<file path="src/rtl/river_cfg_pkg.sv">
// Core-wide configuration constants shared by the River pipeline blocks.
package river_cfg_pkg;
  localparam int RISCV_ARCH        = 64;
  localparam int CFG_REG_TAG_WIDTH = 3;
endpackage

</file>
<file path="src/rtl/wb_arbiter_pkg.sv">
// Types, FSM encodings and register reset image for the writeback arbiter.
package wb_arbiter_pkg;
  import river_cfg_pkg::*;

  localparam logic [0:0] State_ExecPrio    = 1'b0;
  localparam logic [0:0] State_DrainForced = 1'b1;

  localparam int STARVE_W = 8;

  typedef struct packed {
    logic [5:0]                   waddr;
    logic [RISCV_ARCH-1:0]        wdata;
    logic [CFG_REG_TAG_WIDTH-1:0] wtag;
  } WbEntry;

  typedef struct packed {
    logic [0:0]          state;
    logic [STARVE_W-1:0] starve_cnt;
    logic                wena;
    WbEntry              w;
  } WbArbiter_registers;

  localparam WbArbiter_registers WbArbiter_r_reset = '{
    state:      State_ExecPrio,
    starve_cnt: '0,
    wena:       1'b0,
    w:          '0
  };

  // x0 is hardwired zero, so writes to it are swallowed at the ports.
  function automatic logic nz_addr(input logic [5:0] a);
    return a != 6'd0;
  endfunction
endpackage

</file>
<file path="src/rtl/wb_arbiter_if.sv">
// Writeback arbiter bus: execute/memaccess requests in, register-file write out.
// WB_ARBITER_PENDING_CHECK_EN adds the i_raddr / o_rpending lookup pair.
interface wb_arbiter_if;
  import river_cfg_pkg::*;

  logic                         i_e_wena;
  logic [5:0]                   i_e_waddr;
  logic [RISCV_ARCH-1:0]        i_e_wdata;
  logic [CFG_REG_TAG_WIDTH-1:0] i_e_wtag;
  logic                         o_e_wready;
  logic                         i_m_wena;
  logic [5:0]                   i_m_waddr;
  logic [RISCV_ARCH-1:0]        i_m_wdata;
  logic [CFG_REG_TAG_WIDTH-1:0] i_m_wtag;
  logic                         o_m_wready;
  logic                         o_wena;
  logic [5:0]                   o_waddr;
  logic [RISCV_ARCH-1:0]        o_wdata;
  logic [CFG_REG_TAG_WIDTH-1:0] o_wtag;
  logic                         o_fifo_empty;
`ifdef WB_ARBITER_PENDING_CHECK_EN
  logic [5:0]                   i_raddr;
  logic                         o_rpending;
`endif

  modport slave (
    input  i_e_wena, i_e_waddr, i_e_wdata, i_e_wtag,
    input  i_m_wena, i_m_waddr, i_m_wdata, i_m_wtag,
    output o_e_wready, o_m_wready,
    output o_wena, o_waddr, o_wdata, o_wtag, o_fifo_empty
`ifdef WB_ARBITER_PENDING_CHECK_EN
    , input i_raddr, output o_rpending
`endif
  );

  modport master (
    output i_e_wena, i_e_waddr, i_e_wdata, i_e_wtag,
    output i_m_wena, i_m_waddr, i_m_wdata, i_m_wtag,
    input  o_e_wready, o_m_wready,
    input  o_wena, o_waddr, o_wdata, o_wtag, o_fifo_empty
`ifdef WB_ARBITER_PENDING_CHECK_EN
    , output i_raddr, input o_rpending
`endif
  );
endinterface

</file>
<file path="src/rtl/wb_fifo.sv">
// DEPTH-entry FIFO of writeback entries with head/tail pointers and occupancy count.
// WB_ARBITER_PENDING_CHECK_EN adds an address match across all valid entries.
module wb_fifo
  import wb_arbiter_pkg::*;
#(
  parameter  int DEPTH = 2,
  localparam int PTR_W = $clog2(DEPTH),
  localparam int CNT_W = PTR_W + 1
) (
  input  logic             i_clk,
  input  logic             i_nrst,
  input  logic             i_push,
  input  WbEntry           i_din,
  input  logic             i_pop,
  output WbEntry           o_head,
  output logic [CNT_W-1:0] o_count
`ifdef WB_ARBITER_PENDING_CHECK_EN
  , input  logic [5:0]     i_raddr
  , output logic           o_match
`endif
);
  WbEntry             mem_q [DEPTH];
  logic [PTR_W-1:0]   head_q, head_d, tail_q, tail_d;
  logic [CNT_W-1:0]   count_q, count_d;
  logic               do_push, do_pop;

  assign do_push = i_push && (count_q != CNT_W'(DEPTH));
  assign do_pop  = i_pop  && (count_q != '0);
  assign o_head  = mem_q[head_q];
  assign o_count = count_q;

  // Pointers wrap naturally because DEPTH is a power of two.
  always_comb begin
    head_d  = do_pop  ? head_q + PTR_W'(1) : head_q;
    tail_d  = do_push ? tail_q + PTR_W'(1) : tail_q;
    count_d = count_q;
    case ({do_push, do_pop})
      2'b10:   count_d = count_q + CNT_W'(1);
      2'b01:   count_d = count_q - CNT_W'(1);
      default: count_d = count_q;
    endcase
  end

  always_ff @(posedge i_clk or negedge i_nrst) begin
    if (!i_nrst) begin
      head_q  <= '0;
      tail_q  <= '0;
      count_q <= '0;
    end else begin
      head_q  <= head_d;
      tail_q  <= tail_d;
      count_q <= count_d;
    end
  end

  always_ff @(posedge i_clk) begin
    if (do_push) mem_q[tail_q] <= i_din;
  end

`ifdef WB_ARBITER_PENDING_CHECK_EN
  // Entry i is live when its distance from head is below the occupancy.
  always_comb begin
    logic [PTR_W-1:0] off;
    off     = '0;
    o_match = 1'b0;
    for (int i = 0; i < DEPTH; i++) begin
      off = PTR_W'(i) - head_q;
      if (({1'b0, off} < count_q) && (mem_q[i].waddr == i_raddr)) o_match = 1'b1;
    end
    if (i_raddr == 6'd0) o_match = 1'b0;
  end
`endif
endmodule

</file>
<file path="src/rtl/wb_arbiter.sv">
// Writeback arbiter: execute has priority on the register-file port, memaccess
// results are buffered and force-drained after STARVE_LIMIT lost cycles.
// Optional WB_ARBITER_PENDING_CHECK_EN exposes a pending-load lookup.
module wb_arbiter
  import wb_arbiter_pkg::*;
#(
  parameter int DEPTH        = 2,
  parameter int STARVE_LIMIT = 4
) (
  input logic         i_clk,
  input logic         i_nrst,
  wb_arbiter_if.slave bus
);
  localparam int CNT_W = $clog2(DEPTH) + 1;

  WbArbiter_registers r_q, r_d;
  WbEntry             din, head;
  logic [CNT_W-1:0]   count;
  logic               fifo_empty, m_rdy, e_rdy, push, pop;

  assign fifo_empty = (count == '0);
  assign m_rdy      = (count != CNT_W'(DEPTH));
  assign push       = bus.i_m_wena && m_rdy && nz_addr(bus.i_m_waddr);
  assign din        = '{waddr: bus.i_m_waddr, wdata: bus.i_m_wdata, wtag: bus.i_m_wtag};

  wb_fifo #(.DEPTH(DEPTH)) u_fifo (
    .i_clk   (i_clk),
    .i_nrst  (i_nrst),
    .i_push  (push),
    .i_din   (din),
    .i_pop   (pop),
    .o_head  (head),
    .o_count (count)
`ifdef WB_ARBITER_PENDING_CHECK_EN
    , .i_raddr (bus.i_raddr)
    , .o_match (bus.o_rpending)
`endif
  );

  always_comb begin
    r_d      = r_q;
    r_d.wena = 1'b0;
    e_rdy    = 1'b1;
    pop      = 1'b0;
    case (r_q.state)
      State_DrainForced: begin
        // One forced entry per starvation event, then execute regains priority.
        e_rdy          = 1'b0;
        pop            = !fifo_empty;
        r_d.starve_cnt = '0;
        r_d.state      = State_ExecPrio;
      end
      default: begin
        if (bus.i_e_wena) begin
          if (fifo_empty) begin
            r_d.starve_cnt = '0;
          end else begin
            r_d.starve_cnt = r_q.starve_cnt + STARVE_W'(1);
            if (r_d.starve_cnt >= STARVE_W'(STARVE_LIMIT)) r_d.state = State_DrainForced;
          end
          if (nz_addr(bus.i_e_waddr)) begin
            r_d.wena = 1'b1;
            r_d.w    = '{waddr: bus.i_e_waddr, wdata: bus.i_e_wdata, wtag: bus.i_e_wtag};
          end
        end else begin
          r_d.starve_cnt = '0;
          pop            = !fifo_empty;
        end
      end
    endcase
    if (pop) begin
      r_d.wena = 1'b1;
      r_d.w    = head;
    end
  end

  always_ff @(posedge i_clk or negedge i_nrst) begin
    if (!i_nrst) r_q <= WbArbiter_r_reset;
    else         r_q <= r_d;
  end

  assign bus.o_e_wready   = e_rdy;
  assign bus.o_m_wready   = m_rdy;
  assign bus.o_wena       = r_q.wena;
  assign bus.o_waddr      = r_q.w.waddr;
  assign bus.o_wdata      = r_q.w.wdata;
  assign bus.o_wtag       = r_q.w.wtag;
  assign bus.o_fifo_empty = fifo_empty;
endmodule

</file>
<file path="src/flat_wrapper.sv">
// flat-port wrapper written by rule: the top's interface ports become plain ports
module wb_arbiter_flat import wb_arbiter_pkg::*;
#(
  parameter int DEPTH        = 2,
  parameter int STARVE_LIMIT = 4
)
  (i_clk, i_nrst, bus_i_e_wena, bus_i_e_waddr, bus_i_e_wdata, bus_i_e_wtag, bus_i_m_wena, bus_i_m_waddr, bus_i_m_wdata, bus_i_m_wtag, bus_o_e_wready, bus_o_m_wready, bus_o_wena, bus_o_waddr, bus_o_wdata, bus_o_wtag, bus_o_fifo_empty);
  wb_arbiter_if bus_i ();
  input logic i_clk;
  input logic i_nrst;
  input wire logic [$bits(bus_i.i_e_wena)-1:0] bus_i_e_wena;
  input wire logic [$bits(bus_i.i_e_waddr)-1:0] bus_i_e_waddr;
  input wire logic [$bits(bus_i.i_e_wdata)-1:0] bus_i_e_wdata;
  input wire logic [$bits(bus_i.i_e_wtag)-1:0] bus_i_e_wtag;
  input wire logic [$bits(bus_i.i_m_wena)-1:0] bus_i_m_wena;
  input wire logic [$bits(bus_i.i_m_waddr)-1:0] bus_i_m_waddr;
  input wire logic [$bits(bus_i.i_m_wdata)-1:0] bus_i_m_wdata;
  input wire logic [$bits(bus_i.i_m_wtag)-1:0] bus_i_m_wtag;
  output wire logic [$bits(bus_i.o_e_wready)-1:0] bus_o_e_wready;
  output wire logic [$bits(bus_i.o_m_wready)-1:0] bus_o_m_wready;
  output wire logic [$bits(bus_i.o_wena)-1:0] bus_o_wena;
  output wire logic [$bits(bus_i.o_waddr)-1:0] bus_o_waddr;
  output wire logic [$bits(bus_i.o_wdata)-1:0] bus_o_wdata;
  output wire logic [$bits(bus_i.o_wtag)-1:0] bus_o_wtag;
  output wire logic [$bits(bus_i.o_fifo_empty)-1:0] bus_o_fifo_empty;
  assign bus_i.i_e_wena = bus_i_e_wena;
  assign bus_i.i_e_waddr = bus_i_e_waddr;
  assign bus_i.i_e_wdata = bus_i_e_wdata;
  assign bus_i.i_e_wtag = bus_i_e_wtag;
  assign bus_i.i_m_wena = bus_i_m_wena;
  assign bus_i.i_m_waddr = bus_i_m_waddr;
  assign bus_i.i_m_wdata = bus_i_m_wdata;
  assign bus_i.i_m_wtag = bus_i_m_wtag;
  assign bus_o_e_wready = bus_i.o_e_wready;
  assign bus_o_m_wready = bus_i.o_m_wready;
  assign bus_o_wena = bus_i.o_wena;
  assign bus_o_waddr = bus_i.o_waddr;
  assign bus_o_wdata = bus_i.o_wdata;
  assign bus_o_wtag = bus_i.o_wtag;
  assign bus_o_fifo_empty = bus_i.o_fifo_empty;
  wb_arbiter #(.DEPTH(DEPTH), .STARVE_LIMIT(STARVE_LIMIT)) u_core (.i_clk(i_clk), .i_nrst(i_nrst), .bus(bus_i));
endmodule
</file>
<file path="config.mk">
export PLATFORM = sky130hd
export DESIGN_NAME = wb_arbiter_flat
export DESIGN_NICKNAME = d
export VERILOG_FILES = /design/src/rtl/river_cfg_pkg.sv /design/src/rtl/wb_arbiter_pkg.sv /design/src/rtl/wb_arbiter_if.sv /design/src/rtl/wb_fifo.sv /design/src/rtl/wb_arbiter.sv /design/src/flat_wrapper.sv
export SDC_FILE = /design/constraint.sdc
export NUM_CORES = 1
export LEC_CHECK = 0
export ABC_AREA = 1
export CAP_MARGIN = 20
export CELL_PAD_IN_SITES_DETAIL_PLACEMENT = 0
export CELL_PAD_IN_SITES_GLOBAL_PLACEMENT = 1
export CORE_MARGIN = 5
export CORE_UTILIZATION = 42
export CTS_CLUSTER_DIAMETER = 60
export CTS_CLUSTER_SIZE = 28
export DETAILED_ROUTE_END_ITERATION = 8
export GPL_ROUTABILITY_DRIVEN = 0
export GPL_TIMING_DRIVEN = 1
export MAX_ROUTING_LAYER = met4
export PLACE_DENSITY_LB_ADDON = 0.2
export SLEW_MARGIN = 20
export SYNTH_ARGS = -nofsm -noshare
export SYNTH_HDL_FRONTEND = slang
export SYNTH_SLANG_ARGS = --single-unit
</file>
<file path="constraint.sdc">
create_clock -name i_clk -period 7.14 [get_ports i_clk]
set_input_delay 1.785 -clock i_clk [delete_from_list [all_inputs] [get_ports i_clk]]
set_output_delay 1.785 -clock i_clk [all_outputs]
set_load 0.01 [all_outputs]
</file>
* Yosys cells after proc, flatten, opt, wreduce, memory -nomap -nowiden
Memories as Yosys holds them, arrays and structs flattened.
Index checks and enable logic that the tools add are counted.
** Operators by class
- Eq/ne operators :: 4
- Add/subtract/negate cells :: 5
- Muxes and demuxes :: 16
- $lt $le $gt $ge :: 1
- Reductions and logical operators :: 13
** Operator list (count)
- 2-to-1 mux 74 bit :: 4
- 2-to-1 mux 8 bit :: 2
- nonzero test 6 bit :: 2
- 2-to-1 mux 9 bit :: 1
- adder 8 x 1 -> 8 bit, second input constant :: 1
- >= comparator 8 x 3 -> 1 bit, second input constant :: 1
- 2-to-1 mux 1 bit :: 8
- nonzero test 2 bit :: 4
- logical AND 1 bit :: 4
- != test 2 bit, second input constant :: 2
- one-hot mux 2 bit (2 select lines) :: 1
- AND reduction 3 bit :: 1
- adder 1 bit, second input constant :: 2
- adder 2 x 1 -> 2 bit, second input constant :: 1
- equality test 2 x 1 -> 1 bit, second input constant :: 1
- equality test 2 bit, second input constant :: 1
- logical NOT 2 bit :: 1
- subtractor 2 x 1 -> 2 bit, second input constant :: 1
- logical NOT 1 bit :: 1
** Storage, ports and cells
- Register bits :: 87
- Memories :: 1
- Input port bits :: 150
- Output and inout bits :: 77
- RAM bits :: 146
- Word-level logic and storage cells :: 49
** Memory list
- u_core.u_fifo.mem_q :: words 2, width 73, read ports 1, clocked after memory_dff 0, wr ports 1, RTL line wb_fifo.sv:22 : WbEntry mem_q [DEPTH];

* Logic depth before layout (Yosys ltp)
- Depth in word-level cells :: 7
- Mapped depth :: 9
- Depth with buffers taken out :: 9

* Modules after synthesis
Synthesis repeated with hierarchy kept, for this count alone.
** Second synthesis, totals
- Cells, all modules :: 956
- Area, all modules :: 9825.7 sq um
** Modules (own cells, without submodules)
- wb_fifo :: cells each 412, area each 5531.6 sq um, sequential area each 4484.3 sq um, instances 1
- wb_arbiter :: cells each 544, area each 4294.1 sq um, sequential area each 2077.0 sq um, instances 1

* Worst setup path before layout
Ideal clock, no wire load.
- Path kind :: input-to-reg
- From :: in bus_i_m_waddr[2]
- To :: mem u_core.u_fifo.mem_q[0][0] in the netlist's numbering (enable)
- Arrival :: 5.090 ns
- Setup slack :: 1.545 ns
- Cell stages on the path :: 4
- Setup time :: 0.505 ns
- Buffers on the path :: 0
- Data required time :: 6.635 ns
- Cell sequence :: nor2_1 -> nand3_1 -> nand3_1 -> nor2_1
** Between the ends
- Word-level cells in the longest chain between the ends :: 5
** Ends and longest elaborated chain
- start, declared :: RTL line flat_wrapper.sv:16 : input wire logic [$bits(bus_i.i_m_waddr)-1:0] bus_i_m_waddr;
- nonzero test 6 bit :: RTL line wb_arbiter_pkg.sv:32 : return a != 6'd0;
- logical AND 1 bit :: RTL line wb_arbiter.sv:23 : assign push = bus.i_m_wena && m_rdy && nz_addr(bus.i_m_waddr);
- logical AND 1 bit :: RTL line wb_fifo.sv:27 : assign do_push = i_push && (count_q != CNT_W'(DEPTH));
- 2-to-1 mux 1 bit :: RTL line wb_fifo.sv:57 : if (do_push) mem_q[tail_q] <= i_din;
- 2-to-1 mux 1 bit (implied by the code) :: RTL line wb_fifo.sv:57
- end, declared :: RTL line wb_fifo.sv:22
Every way passes these cells.

* Final worst setup path
- From :: in bus_i_m_waddr[5]
- To :: mem u_core.u_fifo.mem_q[1][45] in the netlist's numbering (enable)
Same word-level chain as after synthesis.

==> results.json <==
{
  "wl_mm": 22.5,
  "cts_sinks": 233,
  "ioPinCount": 227,
  "synth.distinct_cells": 27,
  "outcome": "finished clean",
  "cp_cell_sequence": "clkdlybuf4s50_1 -> nor2_1 -> nand3_1 -> nand3_1 -> nor2_4 -> buf_4",
  "r2r-start": "u_core.u_fifo.o_count[0]",
  "r2r_setup_slack_ns": 4.77,
  "synth_seq_area_share_pct": 67.8,
  "place_hpwl_mm": 14.9,
  "cts_tree": "built",
  "setup_violations": 0,
  "grt_max_degree": 75,
  "remaining_drc_errors": 0,
  "hp-class": "register to register",
  "start_kind": "primary input",
  "maxCapViolCount": 0,
  "wl_per_cell_um": 17.3,
  "coreArea_um2": 22600,
  "finalNetCount": 1151,
  "power.static_leakage_nw": 4.81,
  "layoutNonFillerInstCount": 1297,
  "whs_ns": 0.463,
  "finClkSkew_ns": 0.0214,
  "grt_pass1_vias": 6215,
  "grt_overflow": 0,
  "post-cts-setup-buffers": 0,
  "critPathMostFrequentCell": "nand3_1",
  "ctsHtreeMaxLevel": 1,
  "whs_endpoint": "u_core.r_q[74]",
  "min-delay-start": "u_core.r_q[74]",
  "syn_area_per_cell_um2": 11.4,
  "grt_pass1_wl_mm": 34.8,
  "row_count": 55,
  "dr.pass1.iters": 4,
  "clkTransAtPathRegs_ns": 0.08,
  "clk_path_buf_depth": 3,
  "antenna_found_initial": 1,
  "finalSetupTns_ns": 0,
  "synth-simple-area-share_pct": 19.0,
  "clk-insertion-delay-late_ns": 0.49,
  "area_growth_pct": 27.1,
  "die-area_um2": 26200,
  "synth-adder-area-share_pct": 0.259,
  "yosys_register_bits": 233,
  "ant_nets": 0,
  "max_freq_mhz": 265,
  "cts_hold_buf": 0,
  "placed_cell_area_um2": 11700,
  "dp.cells": 1263,
  "ir_drop_mv": 0.203,
  "layout.cells.most_common": "nand2_1",
  "viasPerCell": 4.80,
  "reg2regPathDepth": 5,
  "slew_violations": 0,
  "io_buffers": 226,
  "final_cell_mix": "nand2_1 (277), clkdlybuf4s50_1 (225), edfxtp_1 (146), dfrtp_1 (86), nand3_1 (78)",
  "endpoint_kind": "register",
  "die-width_um": 162,
  "setup.worst_path.class": "primary input to register",
  "hold_violations": 0,
  "numCtsBuffers": 18,
  "synthMuxAreaShare_pct": 0,
  "synth_xor_area_share_pct": 0.362,
  "worst_ep_arrival_time_ns": 3.88,
  "yosysWarnings": 0,
  "drive_gt1_share_pct": 9.20,
  "synth_top_family_by_area": "simple AND/OR/NAND/NOR gates",
  "cts_root_buf": "clkbuf_16",
  "start_util_pct": 42.8,
  "syn_area_um2": 9680,
  "slew_headroom_pct": 35.0,
  "crit_fanout": 63,
  "required_ns": 7.24,
  "drt_iter0_drc": 321,
  "rsz0062_at_grt": "false",
  "p_per_area_nw_per_um2": 369,
  "finalCritPeriodShare_pct": 52.9,
  "tightestPinTransition_ns": 0.973,
  "die_h_um": 162,
  "netlist_instances": 852,
  "max_stage_delay_ns": 0.77,
  "final_core_util_pct": 54.3,
  "synth-compound-area-share_pct": 4.12,
  "slowest_stage": "buf_4",
  "whs_path_depth": 1,
  "cts_resized": 0,
  "timing.rr.end": "u_core.u_fifo.mem_q[1][45]",
  "period_minus_slack_ns": 3.78,
  "syn_nets": 1004,
  "grt_usage_pct": 17.3,
  "vias": 6224,
  "finalInstanceArea_um2": 12300
}
## critical path, delay by kind of cell
kind	cells	cell delay, ns
buffers and inverters	2	1.31
and+or+nand+nor	4	0.74
## sequential cells by signal, summed over array words and instances (netlist names)
register               flops
u_core.u_fifo.tail_q       1
u_core.u_fifo.mem_q      146
u_core.u_fifo.o_count      2
u_core.r_q                 9
u_core.bus.o_wena          1
u_core.bus.o_wtag          3
u_core.bus.o_wdata        64
u_core.u_fifo.head_q       1
u_core.bus.o_waddr         6
## kinds of logic (layout without fill, tap and decap cells)
group	count (synthesis)	after routing
simple gates	427	427
flops	233	233
buf+inv	128	287
compound gates	58	58
xor+xnor	4	4
fa+ha+maj	2	2
other cells	0	1
## per-layer routing
metal	vias to the layer above	GRT usage (%)	part of all wire (%)
met5	-	-	0
met4	0	3.23	1.5
met3	20	4.21	6.6
met2	177	28.3	49
met1	2930	22.5	43
li1	3097	-	-
## worst max path at each step
stage,from,to,slack (ns),depth (start not counted)
after detailed placement,bus_i_m_waddr[5],u_core.u_fifo.mem_q[1][5],2.81,6
after global routing,bus_i_m_waddr[5],u_core.u_fifo.mem_q[1][21],3.19,6
final,bus_i_m_waddr[5],u_core.u_fifo.mem_q[1][45],3.36,6
after CTS,bus_i_m_waddr[5],u_core.u_fifo.mem_q[1][45],3.33,6
after floorplan,bus_i_m_waddr[2],u_core.u_fifo.mem_q[0][0],1.55,4
after global placement,bus_i_m_waddr[5],u_core.u_fifo.mem_q[0][44],2.53,6
## power by group
group	switching, W	total, W	internal (W)
Clock	0.000491	0.00105	0.000555
Sequential	0.000151	0.00201	0.00186
Combinational	0.000810	0.00148	0.000670
## cells in the mapped netlist
library cell / n / share of area [%]
a21oi_1: 4 / 0.21
buf_1: 1 / 0.039
buf_2: 18 / 0.93
buf_4: 75 / 5.8
buf_6: 5 / 0.58
clkbuf_1: 11 / 0.43
dfrtp_1: 87 / 22
edfxtp_1: 146 / 45
ha_1: 2 / 0.26
inv_1: 15 / 0.58
inv_2: 3 / 0.12
nand2_1: 277 / 11
nand2_2: 1 / 0.065
nand3_1: 78 / 4.0
nand4_1: 2 / 0.13
nor2_1: 25 / 0.97
nor2_2: 1 / 0.065
nor2_4: 1 / 0.12
nor2_8: 1 / 0.21
o211ai_1: 41 / 3.2
o21ai_0: 8 / 0.41
o21ai_1: 3 / 0.16
o21ai_2: 1 / 0.091
o21bai_1: 1 / 0.078
or2_2: 41 / 2.6
xnor2_1: 2 / 0.18
xor2_1: 2 / 0.18
## per-stage QoR
step / setup WS [ns] / power [W]
floorplan: 1.55 / 0.00307
global placement: 2.53 / 0.00352
detailed placement: 2.81 / 0.00355
CTS: 3.33 / 0.00462
global route: 3.19 / 0.00482
finish: 3.36 / 0.00454
## final cells by class
class                   count  area, um^2
diodes                      1        2.50
clock buffers              22         497
clock inverters            10         125
fillers                  1983       10300
inverters                  18        67.6
multi-input cells         491        2310
flip-flops and latches    233        6560
well taps                 285         357
repair buffers            237        2380
Note: power is estimated with default switching activity, not from simulation.
